==> src/rtl/exp_prng_pkg.sv <==
// Shared constants, S1 stage record and elaboration-time inverse-CDF table
// builder for the multi-channel exponential PRNG.
package exp_prng_pkg;

   localparam logic [15:0] TAPS_16    = 16'hB400;
   localparam logic [31:0] TAPS_32    = 32'h80200003;
   localparam logic [31:0] SEED_BASE  = 32'h0000ACE1;
   localparam int          MAX_CH_WID = 4;
   localparam int          MAX_U_WID  = 16;

   typedef struct packed {
      logic                  valid;
      logic [MAX_CH_WID-1:0] ch;
      logic [MAX_U_WID-1:0]  u;
      logic [3:0]            shift;
   } s1_rec_t;

   // Entry k = min(2^x_wid-1, round(2^(x_wid-4) * -ln((k+0.5)/2^u_wid)))
   function automatic logic [31:0] lut_entry(input int k, input int u_wid, input int x_wid);
      real p_v;
      real v_v;
      int  r_v;
      int  max_v;
      p_v   = (real'(k) + 0.5) / real'(32'sd1 << u_wid);
      v_v   = -$ln(p_v) * real'(32'sd1 << (x_wid - 32'sd4));
      r_v   = $rtoi(v_v + 0.5);
      max_v = (32'sd1 << x_wid) - 32'sd1;
      if (r_v > max_v) begin
         return 32'(max_v);
      end else begin
         return 32'(r_v);
      end
   endfunction

endpackage

==> src/rtl/exp_prng_lfsr.sv <==
// One channel's right-shifting Galois LFSR: seed load (zero forced to 1)
// has priority over an unrolled STEPS-step advance.
module exp_prng_lfsr
   import exp_prng_pkg::*;
#(
   parameter int             W         = 32,
   parameter int             STEPS     = 6,
   parameter logic [W-1:0]   RESET_VAL = W'(SEED_BASE)
) (
   input  logic         clk,
   input  logic         rst,
   input  logic         load,
   input  logic [W-1:0] seed,
   input  logic         step,
   output logic [W-1:0] state
);

   localparam logic [W-1:0] TAPS = (W == 16) ? W'(TAPS_16) : W'(TAPS_32);

   function automatic logic [W-1:0] advance(input logic [W-1:0] s);
      logic [W-1:0] v;
      v = s;
      for (int i = 0; i < STEPS; i++) begin
         if (v[0]) begin
            v = (v >> 1) ^ TAPS;
         end else begin
            v = v >> 1;
         end
      end
      return v;
   endfunction

   // State register: reset, seed load, step, or hold
   always_ff @(posedge clk) begin
      if (rst) begin
         state <= RESET_VAL;
      end else if (load) begin
         state <= (seed == '0) ? {{(W-1){1'b0}}, 1'b1} : seed;
      end else if (step) begin
         state <= advance(state);
      end else begin
         state <= state;
      end
   end

endmodule

==> src/rtl/exp_prng_multi.sv <==
// Multi-channel exponential PRNG: per-channel LFSRs, round-robin access to a
// shared inverse-CDF LUT, tagged valid/ready output. Optional per-channel
// rate shift is enabled by defining EXP_PRNG_SCALE_EN.
module exp_prng_multi
   import exp_prng_pkg::*;
#(
   parameter  int NUM_CH         = 4,
   parameter  int LFSR_STATE_WID = 32,
   parameter  int U_WID          = 6,
   parameter  int X_WID          = 16,
   localparam int CH_WID         = (NUM_CH > 1) ? $clog2(NUM_CH) : 1
) (
   input  logic                      clk_i,
   input  logic                      rst_i,
   input  logic [NUM_CH-1:0]         ch_en_i,
   input  logic                      seed_we_i,
   input  logic [CH_WID-1:0]         seed_ch_i,
   input  logic [LFSR_STATE_WID-1:0] seed_i,
   input  logic                      shift_we_i,
   input  logic [3:0]                shift_i,
   output logic                      valid_o,
   input  logic                      ready_i,
   output logic [X_WID-1:0]          data_o,
   output logic [CH_WID-1:0]         ch_o
);

   localparam int LUT_DEPTH = 32'sd1 << U_WID;

   logic                      adv_s;
   logic                      grant_valid_s;
   logic [CH_WID-1:0]         grant_s;
   logic [CH_WID-1:0]         rr_next_s;
   logic [CH_WID-1:0]         rr_r;
   logic [LFSR_STATE_WID-1:0] state_s [NUM_CH];
   logic [U_WID-1:0]          u_sel_s;
   logic [3:0]                shift_sel_s;
   s1_rec_t                   s1_r;
   logic [X_WID-1:0]          lut_s [LUT_DEPTH];
   logic [X_WID-1:0]          lut_val_s;
   logic [X_WID-1:0]          scaled_s;
   logic                      unused_s;

   assign adv_s = !valid_o || ready_i;

   for (genvar c = 0; c < NUM_CH; c++) begin : g_ch
      exp_prng_lfsr #(
         .W         (LFSR_STATE_WID),
         .STEPS     (U_WID),
         .RESET_VAL (LFSR_STATE_WID'(SEED_BASE + 32'(c)))
      ) u_lfsr (
         .clk   (clk_i),
         .rst   (rst_i),
         .load  (seed_we_i && (seed_ch_i == CH_WID'(c))),
         .seed  (seed_i),
         .step  (adv_s && grant_valid_s && (grant_s == CH_WID'(c))),
         .state (state_s[c])
      );
   end

   for (genvar k = 0; k < LUT_DEPTH; k++) begin : g_lut
      localparam logic [X_WID-1:0] ENTRY = X_WID'(lut_entry(k, U_WID, X_WID));
      assign lut_s[k] = ENTRY;
   end

   // Round-robin search starting at rr, wrapping at NUM_CH
   always_comb begin
      int idx;
      grant_valid_s = 1'b0;
      grant_s       = '0;
      idx           = 0;
      for (int i = 0; i < NUM_CH; i++) begin
         idx = int'(rr_r) + i;
         if (idx >= NUM_CH) begin
            idx = idx - NUM_CH;
         end else begin
            idx = idx;
         end
         if (!grant_valid_s && ch_en_i[idx]) begin
            grant_valid_s = 1'b1;
            grant_s       = CH_WID'(idx);
         end else begin
            grant_valid_s = grant_valid_s;
         end
      end
   end

   // Pointer moves one past the winner, wrapping to zero
   always_comb begin
      if (int'(grant_s) == NUM_CH - 1) begin
         rr_next_s = '0;
      end else begin
         rr_next_s = grant_s + CH_WID'(1);
      end
   end

   assign u_sel_s = state_s[grant_s][U_WID-1:0];

`ifdef EXP_PRNG_SCALE_EN
   logic [3:0] shift_r [NUM_CH];

   // Per-channel rate-shift registers, written independently of adv
   always_ff @(posedge clk_i) begin
      for (int c = 0; c < NUM_CH; c++) begin
         if (rst_i) begin
            shift_r[c] <= 4'd0;
         end else if (shift_we_i && (seed_ch_i == CH_WID'(c))) begin
            shift_r[c] <= shift_i;
         end else begin
            shift_r[c] <= shift_r[c];
         end
      end
   end

   assign shift_sel_s = shift_r[grant_s];
`else
   logic unused_shift_s;
   assign unused_shift_s = ^{shift_we_i, shift_i};
   assign shift_sel_s    = 4'd0;
`endif

   assign lut_val_s = lut_s[s1_r.u[U_WID-1:0]];
   assign scaled_s  = lut_val_s >> s1_r.shift;
   assign unused_s  = ^{s1_r.ch, s1_r.u};

   // S1 capture, output register and arbiter pointer; all frozen when adv is low
   always_ff @(posedge clk_i) begin
      if (rst_i) begin
         s1_r    <= '0;
         valid_o <= 1'b0;
         data_o  <= '0;
         ch_o    <= '0;
         rr_r    <= '0;
      end else if (adv_s) begin
         s1_r.valid <= grant_valid_s;
         s1_r.ch    <= MAX_CH_WID'(grant_s);
         s1_r.u     <= MAX_U_WID'(u_sel_s);
         s1_r.shift <= shift_sel_s;
         valid_o    <= s1_r.valid;
         if (s1_r.valid) begin
            data_o <= scaled_s;
            ch_o   <= s1_r.ch[CH_WID-1:0];
         end else begin
            data_o <= data_o;
            ch_o   <= ch_o;
         end
         if (grant_valid_s) begin
            rr_r <= rr_next_s;
         end else begin
            rr_r <= rr_r;
         end
      end else begin
         s1_r    <= s1_r;
         valid_o <= valid_o;
         data_o  <= data_o;
         ch_o    <= ch_o;
         rr_r    <= rr_r;
      end
   end

endmodule

==> config.mk <==
export PLATFORM = sky130hd
export DESIGN_NAME = exp_prng_multi
export DESIGN_NICKNAME = d
export VERILOG_FILES = /design/src/rtl/exp_prng_pkg.sv /design/src/rtl/exp_prng_lfsr.sv /design/src/rtl/exp_prng_multi.sv
export SDC_FILE = /design/constraint.sdc
export NUM_CORES = 1
export LEC_CHECK = 0
export BUFFER_PORTS_ARGS = -buffer_cell sky130_fd_sc_hd__buf_2
export CELL_PAD_IN_SITES_DETAIL_PLACEMENT = 1
export CELL_PAD_IN_SITES_GLOBAL_PLACEMENT = 2
export CORE_ASPECT_RATIO = 0.5
export CORE_UTILIZATION = 41
export CTS_BUF_LIST = sky130_fd_sc_hd__clkbuf_8
export CTS_CLUSTER_SIZE = 25
export DETAILED_ROUTE_END_ITERATION = 10
export GPL_TIMING_DRIVEN = 1
export HOLD_SLACK_MARGIN = 0.12
export PLACE_DENSITY = 0.92
export SETUP_SLACK_MARGIN = 0.15
export SLEW_MARGIN = 20
export SYNTH_ARGS = -nofsm -noshare
export SYNTH_HDL_FRONTEND = slang
export SYNTH_SLANG_ARGS = --single-unit
export TNS_END_PERCENT = 100
==> constraint.sdc <==
create_clock -name clk_i -period 6.5 [get_ports clk_i]
set_clock_uncertainty 0.15 [all_clocks]
set_input_delay 1.625 -clock clk_i [delete_from_list [all_inputs] [get_ports clk_i]]
set_output_delay 1.625 -clock clk_i [all_outputs]
set_load 0.01 [all_outputs]
==> flow_metrics.tcl <==
set metrics [dict create \
    run_status "finished, final reports clean" \
    clk_path_buf_depth 2 \
    grtUsageMet1_pct 41.10 \
    dp_hpwl_um 22540 \
    ys_dominant_reg_cell "dfxtp_1" \
    ff2ff_path_depth 6 \
    top_usage_layer "met2" \
    grt.met2_usage_pct 47.38 \
    number_of_endpoints_failing_setup_at_the_final_stage 0 \
    detailed_place.area_um2 9634 \
    drive_gt1_share_pct 12.39 \
    gp_routability_congestion 0.9266 \
    synthDominantAreaCellType "dfxtp_1" \
    synthMuxAreaShare_pct 2.176 \
    hold_path_depth 2 \
    drt-pass1-iter-count 5 \
    timing.rr.end "s1_r[9]" \
    die_height_um 108.9 \
    detail_route.iter0.violations 1009 \
    first_global_vias 9241 \
    syn-instance-count 1186 \
    synth_warnings 0 \
    seq_total_area_yosys_pct 33.53 \
    std_cell_rows 38 \
    finalWirelength_um 34930 \
    register_to_register_setup_slack_ns 3.30 \
    timing.critical_path.arrival_ns 4.23 \
    fmax_mhz 251.0 \
    die_width_um 215.8 \
    tritoncts "built" \
    sequential_cell_area_um2 3143 \
    worstMarginPinSlew_ns 1.139 \
    detail_route.drc_violations 0 \
    ant_nets 0 \
    final.hold.worst_slack_ns 0.3104 \
    finalHoldViolations 0 \
    criticalPathCategory "primary input to flip-flop" \
    synth-async-reset-ratio_pct 0 \
    synth_simple_gate_area_share_pct 18.93 \
    hold_wc_path_type "flip-flop to flip-flop" \
    synth_enable_flop_cells 0 \
    synth-xor-area-share_pct 6.808 \
    post_cts_hold_buffer_count 0 \
    synth_top_family_by_area "compound AO/OA/AOI/OAI gates" \
    finalSetupTns_ns 0 \
    grt_first_pass_wirelength_um 54610 \
    cts_setup_buffers 0 \
    yosys_register_bits 157 \
    route.vias.total 9551 \
    multi_input_area_um2 5649 \
    slew_violations 0 \
    met3_usage_pct 6.890 \
    average_via_count_per_standard_cell 6.493 \
    port_buffers 59 \
    top_level_ports 66 \
    initial_utilization_pct 42.49 \
    vdd_ir_drop_max_mv 0.1009 \
    power-per-cell-area_nw_per_um2 311.8 \
    finalCriticalPeriod_ns 3.985 \
    fp.dieArea_um2 23510 \
    route.detailed.wl_per_inst_um 23.75 \
    final_min_period_over_clock_period_pct 61.30 \
    critPathRequiredTime_ns 6.75 \
    cts.reportedPaths.clkPinSlew_ns 0.08 \
    worst_setup_ep_type "flip-flop" \
    synth.net_count 1241 \
    design.core.area_um2 22060 \
    grt_setup_unrepaired "false" \
    max_cap_violations 0 \
    timing.slew.headroom_pct 24.08 \
    grt_max_degree 66 \
    hold_path_endpoint "data_o[8]" \
    min-delay-start "data_o[8]" \
    cts.sinks 157 \
    yosysTopAreaCellShare_pct 33.53 \
    fraction_of_the_mapped_netlist_area_in_compound_gates_pct 31.09 \
    most-common-layout-cells "157 x dfxtp_1, 123 x nand2_1, 110 x o21ai_0, 82 x nor2_1" \
    final.fill_count 2746 \
    finalInstanceArea_um2 10070 \
    h_tree_depth_reported_by_cts 4 \
    path_max_fanout 43 \
    netlist-cell-type-count 71 \
    mostFrequentLayoutCell "dfxtp_1" \
    synth.avg_cell_area_um2 7.903 \
    number_of_antenna_violations_at_the_first_check_in_global_routing 1 \
    synthToLayoutAreaGrowth_pct 7.463 \
    groute.usage.overall_pct 30.36 \
    power.static_leakage_nw 3.447 \
    overflow_left_after_global_routing 0 \
    r2r_start "rr_r[0]" \
    cts_buffers 17 \
    clockRootBuffer "clkbuf_8" \
    syn-cell-area_um2 9373 \
    start_kind "primary input" \
    post_synth_main_area_contributors "dfxtp_1 34%, o21ai_0 5.9%, xnor2_1 5.3%, nand2_1 4.9%, a211oi_1 4.6%" \
    cts_resized 0 \
    post_synth_adder_cell_area_pct 1.068 \
    fin_nets 1212 \
    insertion_delay_ns 0.50 \
]
worst max-delay path, cell delays in order:
cell	delay, ns
buf_2	0.13
nor2b_1	0.13
o21bai_1	0.67
and2_2	0.82
buf_4	0.41
a211oi_1	0.11
o32ai_1	0.28
worst max-delay path by stage:
| stage | from | to | slack, ns | cells after the start |
|---|---|---|---|---|
| detailed placement | ready_i | g_ch[0].u_lfsr.state[9] | 2.06 | 6 |
| floorplan | ready_i | g_ch[1].u_lfsr.state[30] | 3.33 | 8 |
| global placement | ready_i | g_ch[0].u_lfsr.state[31] | 2.22 | 6 |
| finish | ch_en_i[0] | s1_r[9] | 2.52 | 7 |
| global route | ch_en_i[0] | g_ch[3].u_lfsr.state[15] | 2.48 | 7 |
| CTS | ready_i | g_ch[0].u_lfsr.state[9] | 2.65 | 6 |
where the power goes:
group | switching, W | leakage, nW | total [W] | internal [W]
Clock | 0.000435 | 0.207 | 0.000817 | 0.000382
Sequential | 0.000120 | 1.29 | 0.00121 | 0.00109
Combinational | 0.000698 | 1.95 | 0.00111 | 0.000416
state kept, by name (all words and copies together) (netlist names):
name,count
data_o,15
s1_r,9
ch_o,2
rr_r,2
g_ch.u_lfsr.state,128
valid_o,1
metal layers:
layer	vias up	routed length (µm)	part of all wire (%)
li1	4369	-	-
met4	0	909	2.6
met3	68	2370	6.8
met5	-	0	0
met1	4799	15970	46
met2	315	15680	45
layout make-up:
class | instances | area share, %
multi-input cells | 891 | 56.09
flip-flops and latches | 157 | 31.20
repair buffers | 76 | 4.224
well taps | 300 | 3.727
clock buffers | 20 | 2.733
clock inverters | 12 | 1.478
inverters | 14 | 0.5217
diodes | 1 | 0.02484
cell usage after synthesis (all sizes together) (14+ instances only):
cell,count
dfxtp,157
nand2,125
o21ai,111
nor2,86
clkbuf,85
a211oi,58
a21oi,58
xnor2,57
nand3,40
buf,39
a31oi,34
a311oi,31
nor3,27
o211ai,26
nor4,16
a2111oi,14
nand2b,14
cells by family after synthesis:
group / Yosys count
multiplexers: 16
XOR/XNOR: 68
buffers and inverters: 138
AO/OA/AOI/OAI: 429
flip-flops: 157
adder cells (fa/ha/maj): 8
AND/OR/NAND/NOR: 369
other: 1
per-stage QoR:
stage                     utilization (%)  cells  power, W  setup slack [ns]
after floorplan                         -   1186  0.002009             3.327
after global placement              43.67   1438  0.002282             2.218
after detailed placement            43.67   1438  0.002316             2.062
after CTS                           45.59   1470  0.003127             2.648
after global routing                45.64   1470  0.003299             2.481
final                               45.66   1471  0.003141             2.515
Note: power is estimated with default switching activity, not from simulation.
